--- src/rtl/bit_timer_pkg.sv ---
// Shared types and clamp limits for the flex bit timer.
package bit_timer_pkg;

    typedef enum logic [1:0] {
        IDLE = 2'd0,
        RUN  = 2'd1,
        DONE = 2'd2
    } bt_state_t;

    localparam int unsigned BT_MIN_CLKS_PER_BIT = 2;
    localparam int unsigned BT_MIN_BITS         = 1;
    localparam int unsigned BT_MIN_OFFSET       = 1;

endpackage

--- src/rtl/sync_flex_counter.sv ---
// Up-counter that wraps to zero on the increment that would reach rollover_val.
module sync_flex_counter #(
    parameter int unsigned WIDTH = 8
) (
    input  logic             clk,
    input  logic             rst,
    input  logic             clear,
    input  logic             count_enable,
    input  logic [WIDTH-1:0] rollover_val,
    output logic [WIDTH-1:0] count,
    output logic             rollover_flag
);

    localparam int unsigned NEXT_W = WIDTH + 1;

    logic [WIDTH-1:0]  r_count;
    logic [NEXT_W-1:0] w_next;

    // One extra bit so rollover_val at full scale still compares correctly
    assign w_next        = {1'b0, r_count} + NEXT_W'(1);
    // Lookahead: the next enabled increment lands on rollover_val (combinational)
    assign rollover_flag = (w_next == {1'b0, rollover_val});
    assign count         = r_count;

    // Count register; clear has priority over counting
    always_ff @(posedge clk) begin
        if (rst) begin
            r_count <= '0;
        end else if (clear) begin
            r_count <= '0;
        end else if (count_enable) begin
            if (rollover_flag) begin
                r_count <= '0;
            end else begin
                r_count <= w_next[WIDTH-1:0];
            end
        end
    end

endmodule

--- src/rtl/flex_bit_timer.sv ---
// Bit/packet timer: mid-bit shift strobes and end-of-packet pulse for a serial receiver.
module flex_bit_timer
    import bit_timer_pkg::*;
#(
    parameter int unsigned CLK_BITS      = 8,
    parameter int unsigned BIT_BITS      = 4,
    parameter bit          ABORT_ON_DROP = 1'b1
) (
    input  logic                clk,
    input  logic                rst,
    input  logic                enable_timer,
    input  logic [CLK_BITS-1:0] clks_per_bit,
    input  logic [CLK_BITS-1:0] sample_offset,
    input  logic [BIT_BITS-1:0] bits_per_packet,
    output logic                shift_strobe,
    output logic                packet_done,
    output logic                packet_abort,
    output logic                busy,
    output logic [BIT_BITS-1:0] bit_index
);

    bt_state_t           r_state;
    logic                r_en_d;
    logic [CLK_BITS-1:0] r_period;
    logic [CLK_BITS-1:0] r_offset;
    logic [BIT_BITS-1:0] r_bits;
    logic [BIT_BITS-1:0] r_bit_index;
    logic                r_shift_strobe;
    logic                r_packet_done;
    logic                r_packet_abort;
    logic                r_busy;

    logic [CLK_BITS-1:0] w_period;
    logic [CLK_BITS-1:0] w_offset;
    logic [BIT_BITS-1:0] w_bits;
    logic [CLK_BITS-1:0] w_clk_target;
    logic [CLK_BITS-1:0] w_clk_count;
    logic [BIT_BITS-1:0] w_bit_count;
    logic                w_clk_roll;
    logic                w_bit_roll;
    logic                w_start;
    logic                w_run_en;
    logic                w_abort;
    logic                w_strobe;
    logic                w_cnt_clear;

    assign w_start     = (r_state == IDLE) && enable_timer && !r_en_d;
    assign w_run_en    = (r_state == RUN) && enable_timer;
    assign w_abort     = (r_state == RUN) && !enable_timer && ABORT_ON_DROP;
    assign w_strobe    = w_run_en && w_clk_roll;
    assign w_cnt_clear = w_start || w_abort;

    // First bit times from the start edge to the offset, later bits a full period
    assign w_clk_target = (w_bit_count == '0) ? r_offset : r_period;

    assign w_period = (clks_per_bit < CLK_BITS'(BT_MIN_CLKS_PER_BIT))
                      ? CLK_BITS'(BT_MIN_CLKS_PER_BIT) : clks_per_bit;
    assign w_bits   = (bits_per_packet < BIT_BITS'(BT_MIN_BITS))
                      ? BIT_BITS'(BT_MIN_BITS) : bits_per_packet;

    // Offset clamp uses the already-clamped period as its ceiling
    always_comb begin
        w_offset = sample_offset;
        if (w_offset < CLK_BITS'(BT_MIN_OFFSET)) begin
            w_offset = CLK_BITS'(BT_MIN_OFFSET);
        end
        if (w_offset > w_period) begin
            w_offset = w_period;
        end
    end

    sync_flex_counter #(
        .WIDTH (CLK_BITS)
    ) u_clk_cnt (
        .clk           (clk),
        .rst           (rst),
        .clear         (w_cnt_clear),
        .count_enable  (w_run_en),
        .rollover_val  (w_clk_target),
        .count         (w_clk_count),
        .rollover_flag (w_clk_roll)
    );

    sync_flex_counter #(
        .WIDTH (BIT_BITS)
    ) u_bit_cnt (
        .clk           (clk),
        .rst           (rst),
        .clear         (w_cnt_clear),
        .count_enable  (w_strobe),
        .rollover_val  (r_bits),
        .count         (w_bit_count),
        .rollover_flag (w_bit_roll)
    );

    // Packet FSM with config latching and registered outputs
    always_ff @(posedge clk) begin
        if (rst) begin
            r_state        <= IDLE;
            r_en_d         <= 1'b1;
            r_period       <= '0;
            r_offset       <= '0;
            r_bits         <= '0;
            r_bit_index    <= '0;
            r_shift_strobe <= 1'b0;
            r_packet_done  <= 1'b0;
            r_packet_abort <= 1'b0;
            r_busy         <= 1'b0;
        end else begin
            r_en_d         <= enable_timer;
            r_shift_strobe <= 1'b0;
            r_packet_done  <= 1'b0;
            r_packet_abort <= 1'b0;
            case (r_state)
                IDLE: begin
                    r_busy <= 1'b0;
                    if (w_start) begin
                        r_period    <= w_period;
                        r_offset    <= w_offset;
                        r_bits      <= w_bits;
                        r_bit_index <= '0;
                        r_busy      <= 1'b1;
                        r_state     <= RUN;
                    end
                end
                RUN: begin
                    if (w_strobe) begin
                        r_shift_strobe <= 1'b1;
                        r_bit_index    <= r_bit_index + BIT_BITS'(1);
                        if (w_bit_roll) begin
                            r_state <= DONE;
                        end
                    end else if (w_abort) begin
                        r_state        <= IDLE;
                        r_packet_abort <= 1'b1;
                        r_bit_index    <= '0;
                        r_busy         <= 1'b0;
                    end
                end
                DONE: begin
                    r_packet_done <= 1'b1;
                    r_state       <= IDLE;
                end
                default: begin
                    r_state <= IDLE;
                end
            endcase
        end
    end

    // While running, the clock count never reaches the active target
    assert property (@(posedge clk) disable iff (rst)
                     (r_state == RUN) |-> (w_clk_count < w_clk_target));

    assign shift_strobe = r_shift_strobe;
    assign packet_done  = r_packet_done;
    assign packet_abort = r_packet_abort;
    assign busy         = r_busy;
    assign bit_index    = r_bit_index;

endmodule

--- config.mk ---
export PLATFORM = sky130hd
export DESIGN_NAME = flex_bit_timer
export DESIGN_NICKNAME = d
export VERILOG_FILES = /design/src/rtl/bit_timer_pkg.sv /design/src/rtl/sync_flex_counter.sv /design/src/rtl/flex_bit_timer.sv
export SDC_FILE = /design/constraint.sdc
export NUM_CORES = 1
export LEC_CHECK = 0
export CORE_MARGIN = 1.5
export CORE_UTILIZATION = 30
export DETAILED_ROUTE_END_ITERATION = 10
export DONT_BUFFER_PORTS = 1
export SLEW_MARGIN = 15
export SYNTH_ARGS = -nofsm -noshare
export SYNTH_HDL_FRONTEND = slang
export SYNTH_SLANG_ARGS = --single-unit
export TNS_END_PERCENT = 1
--- constraint.sdc ---
create_clock -name clk -period 7 [get_ports clk]
set_input_delay 0.7 -clock clk [delete_from_list [all_inputs] [get_ports clk]]
set_output_delay 0.7 -clock clk [all_outputs]
set_load 0.02 [all_outputs]
### Word level (Yosys, flattened, before mapping)

Cells that the tools add are included.

| storage, ports and cells | value |
|---|---|
| register bits | 43 |
| word-level logic and storage cells | 70 |
| input bits | 23 |
| output and inout port bits | 8 |

| cells by class | value |
|---|---|
| equal/unequal tests | 9 |
| magnitude comparators | 4 |
| $add $sub $neg | 3 |
| multiplexer cells | 23 |
| reductions and logical operators | 18 |
| bitwise logic cells | 1 |

Operator list:

| cell | number |
|---|---|
| 8-bit 2-to-1 mux | 5 |
| 4-bit 2-to-1 mux | 5 |
| 8-bit by 1-bit adder with 9-bit output, second input constant | 1 |
| 9-bit by 8-bit equality test with 1-bit output | 1 |
| 3-bit AND reduction | 3 |
| 8-bit greater-than comparator | 1 |
| 8-bit by 1-bit less-than comparator with 1-bit output, second input constant | 1 |
| 8-bit by 2-bit less-than comparator with 1-bit output, second input constant | 1 |
| 2-bit 2-to-1 mux | 4 |
| 4-bit one-hot mux with 2 select lines | 1 |
| 1-bit 2-to-1 mux | 6 |
| 2-bit inequality test, second input constant | 3 |
| 4-bit by 1-bit adder with 5-bit output, second input constant | 1 |
| 5-bit by 4-bit equality test with 1-bit output | 1 |
| 1-bit logical AND | 5 |
| 4-bit by 1-bit adder with 4-bit output, second input constant | 1 |
| 4-bit zero test | 1 |
| 4-bit by 1-bit less-than comparator with 1-bit output, second input constant | 1 |
| 2-bit one-hot mux with 2 select lines | 1 |
| 2-bit OR reduction | 2 |
| 3-bit by 2-bit inequality test with 1-bit output, second input constant | 1 |
| 3-bit inequality test, second input constant | 1 |
| 3-bit OR reduction | 1 |
| 2-bit by 1-bit equality test with 1-bit output, second input constant | 1 |
| other kinds (8) | 9 |

### Depth between registers and ports, before layout

| logic depth | value |
|---|---|
| word-level depth | 6 |
| depth in mapped cells | 12 |

### Hierarchy

From an unflattened synthesis, not the netlist that was laid out.

| second synthesis, totals | value |
|---|---|
| cells, all modules | 310 |
| area, all modules | 2592.5 sq um |

Modules (own cells, without submodules):

| module | cells an instance | times used | sequential area each (sq um) | area each (sq um) |
|---|---|---|---|---|
| flex_bit_timer | 206 | 1 | 620.6 | 1686.6 |
| sync_flex_counter at u_clk_cnt | 74 | 1 | 160.2 | 616.8 |
| sync_flex_counter at u_bit_cnt | 30 | 1 | 80.1 | 289.0 |

### Worst setup path after synthesis

No wires, ideal clock.

| path | value |
|---|---|
| kind | input -> register |
| start point | input clks_per_bit[3] |
| end point | register r_offset[2] |
| data arrival time | 2706 ps |
| cell stages on the path | 11 |
| data required time | 6863 ps |
| library setup time | 137 ps |
| path slack | 4156 ps |
| path buffers | 1 |
| cell sequence | nor4_1 > a21oi_1 > ha_1 > nor2b_1 > o21a_1 > o21ai_0 > a21oi_1 > o21a_1 > clkbuf_1 > mux2i_1 > a211oi_1 |

| between the ends | value |
|---|---|
| word-level cells in the longest chain between the ends | 4 |

Ends and longest elaborated chain:

| element | RTL line | text |
|---|---|---|
| from (decl) | flex_bit_timer.sv:12 | `input logic [CLK_BITS-1:0] clks_per_bit,` |
| 8-bit by 2-bit less-than comparator with 1-bit output | flex_bit_timer.sv:56 | `assign w_period = (clks_per_bit < CLK_BITS'(BT_MIN_CLKS_PER_BIT))` |
| 8-bit 2-to-1 mux * | flex_bit_timer.sv:57 | `? CLK_BITS'(BT_MIN_CLKS_PER_BIT) : clks_per_bit;` |
| 8-bit greater-than comparator | flex_bit_timer.sv:67 | `if (w_offset > w_period) begin` |
| 8-bit 2-to-1 mux * | flex_bit_timer.sv:67 |  |
| to (signal assigned) | flex_bit_timer.sv:119 | `r_offset <= w_offset;` |
| to (decl) | flex_bit_timer.sv:25 | `logic [CLK_BITS-1:0] r_offset;` |

Mark *: on every way between the ends. The rest lies on a longest branch, timed or not.
A chain may end at the register's enable or synchronous reset.

### Final worst setup path

| path | value |
|---|---|
| start point | register u_bit_cnt.r_count[0] (netlist: u_bit_cnt.count[0]) |
| end point | register r_bit_index[2] (netlist: bit_index[2]) |

| between the ends | value |
|---|---|
| word-level cells in the longest chain between the ends | 6 |
| elaborated cells between the ends (all ways) | 8 |

Ends and longest elaborated chain:

| element | RTL line | text |
|---|---|---|
| from (decl) | sync_flex_counter.sv:16 | `logic [WIDTH-1:0] r_count;` |
| from (signal assigned) | sync_flex_counter.sv:35 | `r_count <= w_next[WIDTH-1:0];` |
| 4-bit zero test * | flex_bit_timer.sv:54 | `assign w_clk_target = (w_bit_count == '0) ? r_offset : r_period;` |
| 8-bit 2-to-1 mux * | flex_bit_timer.sv:54 |  |
| 9-bit by 8-bit equality test with 1-bit output * | sync_flex_counter.sv:22 | `assign rollover_flag = (w_next == {1'b0, rollover_val});` |
| 1-bit logical AND * | flex_bit_timer.sv:50 | `assign w_strobe = w_run_en && w_clk_roll;` |
| 3-bit by 2-bit inequality test with 1-bit output (no line) or 4-bit 2-to-1 mux (tied branches) | n/a |  |
| 3-bit AND reduction (no line) or 4-bit one-hot mux with 2 select lines (tied branches) | n/a |  |
| to (signal assigned) | flex_bit_timer.sv:129 | `r_bit_index <= r_bit_index + BIT_BITS'(1);` |
| to (decl) | flex_bit_timer.sv:27 | `logic [BIT_BITS-1:0] r_bit_index;` |

Marks and branches as above.

==> flow_summary.toml <==
[run_status]
status = "complete, no violations"

[detailed_routing]
wl_um = 5276
route.detailed.drc = 0
via_per_inst = 5.166
antenna_left = 0
drtIter0Drc = 131
routedWlPerCell_um = 13.49
dr.pass1.iters = 4
via_count = 2020

[worst_hold_path]
hp-start = "r_offset[1]"
min_path_type = "reg2reg"
hold_end = "r_offset[1]"
hold_depth = 2

[synth]
synth_top_cell_area_share_pct = 34.85
yosys-top-cells-area = "dfxtp_1, ha_1, mux2i_1, nand2_1, a21oi_1"
synthDistinctLibCells = 43
yosysSeqAreaShare_pct = 34.85
synth_edf_count = 0
postSynthCellCount = 303
synthFlopType = "dfxtp_1"
syn_area_um2 = 2470
yosys_warnings = 0
avgSynthCellArea_um2 = 8.151
synth-async-reset-ratio_pct = 0
yosysTopAreaCell = "dfxtp_1"
yosysMostFrequentCell = "dfxtp_1"
synth.net_count = 338
ys_ff_latch = 43
synth_common_cells = "dfxtp_1, nand2_1, a21oi_1, clkbuf_1, nor2_1"

[layout]
final_core_util_pct = 33.16
fillers = 863
areaGrowthSynthToFinish_pct = 5.370
n_antenna_cell = 0
nets = 323
drive_gt1_share_pct = 5.190

[timing]
rsz0062_at_grt = "no"
slew-limit-headroom_pct = 46.10
finalHoldViolCount = 0
hold_ws_ps = 448.0
max_freq_ghz = 0.2834
layout_min_cycle_time_ps = 3529
fin_skew_ps = 7.375
setup_tns_ps = 0
tightest_slew_ps = 805.0
slew_violations = 0
setup_ws_ps = 3471
setup_viol = 0
period_share_pct = 50.41

[power]
internal_power_uw = 342.5
sequentialPowerShare_pct = 55.9
p_sw_uw = 118.0
clkPwrFrac_pct = 33.3
switching_share_pct = 25.63
leakagePower_nw = 0.9462
pwr-share-comb_pct = 10.8
irDropWorstVdd_mv = 0.06376
p_per_area_nw_per_um2 = 177.0
power.total_uw = 460.5

[placed_design]
port_buffers = 0
dp_slack_ps = 3478
gp_congestion = 0.8011
dp_hpwl_um = 3936

[setup_path]
slowest_stage = "nor3b_2"
r2r_setup_slack_ps = 3470
cp-start-kind = "flip-flop"
end_kind = "flip-flop"
worstRegToRegCells = 9
cp.arrival_ps = 3760
crit_fanout = 17
criticalPathCategory = "reg2reg"
reg2reg_to = "bit_index[2]"
cp.required_ps = 7230
crit_chain = "inv_1 > ha_1 > nor3b_2 > mux2i_2 > mux2_1 > o32a_1 > a2111o_1 > or4_1 > a31oi_1"
r2r-start = "u_bit_cnt.count[0]"
critPathMaxStageDelay_ps = 660

[global_routing]
grt_max_degree = 35
grt_pass1_wl_um = 9190
antenna_found_initial = 0
grt_pass1_vias = 2011
grt.total_usage_pct = 12.91
grt_overflow_total = 0

[floorplanning]
core-area_um2 = 7848
die-area_um2 = 8786
rows = 32
num_io_pins = 31
fp.dieH_um = 93.74
initial_core_util_pct = 31.47
fp.dieW_um = 93.74

[cts]
cts_resized = 0
post-cts-setup-buffers = 0
insertion_delay_ps = 300
numCtsBuffers = 5
cts.htree.levels = 2
cts_sinks = 43
root_buffer = "clkbuf_8"
cts_tree = "done"
clock_path_buffers = 2
cts_hold_buf = 0
clk_pin_slew_ps = 80

[job]
maxCapViolCount = 0
-- layer usage --
metal / routed length (µm) / vias to the layer above / GRT usage [%] / share of wire [%]
li1: - / 1045 / - / -
met2: 2518 / 45 / 22.04 / 48
met3: 248 / 6 / 2.508 / 4.7
met4: 81 / 0 / 4.478 / 1.5
met1: 2428 / 924 / 16.15 / 46
met5: 0 / - / 0 / 0
-- cell families after synthesis --
group	synth area share, %
flops	34.85
buf+inv	5.623
xor+xnor	6.383
simple gates	23.30
mux	7.092
fa+ha+maj	6.079
compound gates	16.67
-- power groups by stage --
stage | combinational (mW) | sequential (mW) | clock, mW
after global placement | 0.0489 | 0.263 | 0
after CTS | 0.0502 | 0.258 | 0.157
final | 0.0499 | 0.257 | 0.153
after global routing | 0.0566 | 0.258 | 0.169
after detailed placement | 0.0500 | 0.263 | 0
after floorplan | 0.0451 | 0.262 | 0
-- critical path: cells and delay by family (launching register included) --
family,cells,cell delay (ps)
compound gates,3,1040
fa+ha+maj,1,140
buf+inv,1,90
flops,1,360
mux,2,710
simple gates,2,1130
-- worst max path at each step --
stage,startpoint,to,cells after the start
after floorplan,clks_per_bit[3],r_offset[2],11
after global placement,u_bit_cnt.count[0],bit_index[2],9
after detailed placement,u_bit_cnt.count[0],bit_index[2],9
after CTS,u_bit_cnt.count[0],bit_index[2],9
after global routing,u_bit_cnt.count[0],bit_index[2],9
final,u_bit_cnt.count[0],bit_index[2],9
-- cell usage in the layout, fill, tap and decap left out, types with 2 or more instances in the layout --
cell | netlist | final
dfxtp_1 | 43 | 43
nand2_1 | 37 | 37
a21oi_1 | 25 | 25
nor2_1 | 22 | 22
mux2i_1 | 15 | 15
inv_1 | 12 | 12
ha_1 | 12 | 12
xnor2_1 | 11 | 11
nand3_1 | 10 | 10
nor3_1 | 9 | 9
a211oi_1 | 9 | 9
nand4_1 | 8 | 8
o21ai_0 | 7 | 7
xor2_1 | 7 | 7
nor4_1 | 5 | 5
clkbuf_8 | 0 | 5
o21a_1 | 4 | 4
o211ai_1 | 4 | 4
or2_2 | 3 | 3
nor4b_1 | 4 | 3
nor3b_1 | 3 | 3
nor2b_1 | 3 | 3
nand4b_1 | 2 | 2
nand2b_1 | 2 | 2
and3_1 | 2 | 2
a21o_1 | 2 | 2
o2bb2ai_1 | 2 | 2
a22oi_1 | 2 | 2
o22a_1 | 2 | 2
-- state kept, by name, summed over array words and instances, names as in the netlist --
signal           cells
u_clk_cnt.count      8
r_bits               4
r_period             8
packet_abort         1
busy                 1
r_offset             8
r_en_d               1
shift_strobe         1
r_state              2
u_bit_cnt.count      4
packet_done          1
bit_index            4
-- final cells by class --
type	count	area [µm²]	share of cell area, %
multi-input combinational	225	1476	56.73
sequential	43	860.8	33.08
tap	102	127.6	4.904
clock buffer	6	72.57	2.788
inverter	12	45.04	1.731
clock inverter	2	12.51	0.4808
timing repair buffer	1	7.507	0.2885
-- through the flow --
step / area, µm² / cells
after floorplan: 2470 / 303
after global placement: 2517 / 383
after detailed placement: 2517 / 383
after CTS: 2603 / 391
after global routing: 2603 / 391
final: 2603 / 391
No activity file was read; power rests on OpenSTA's default activity.
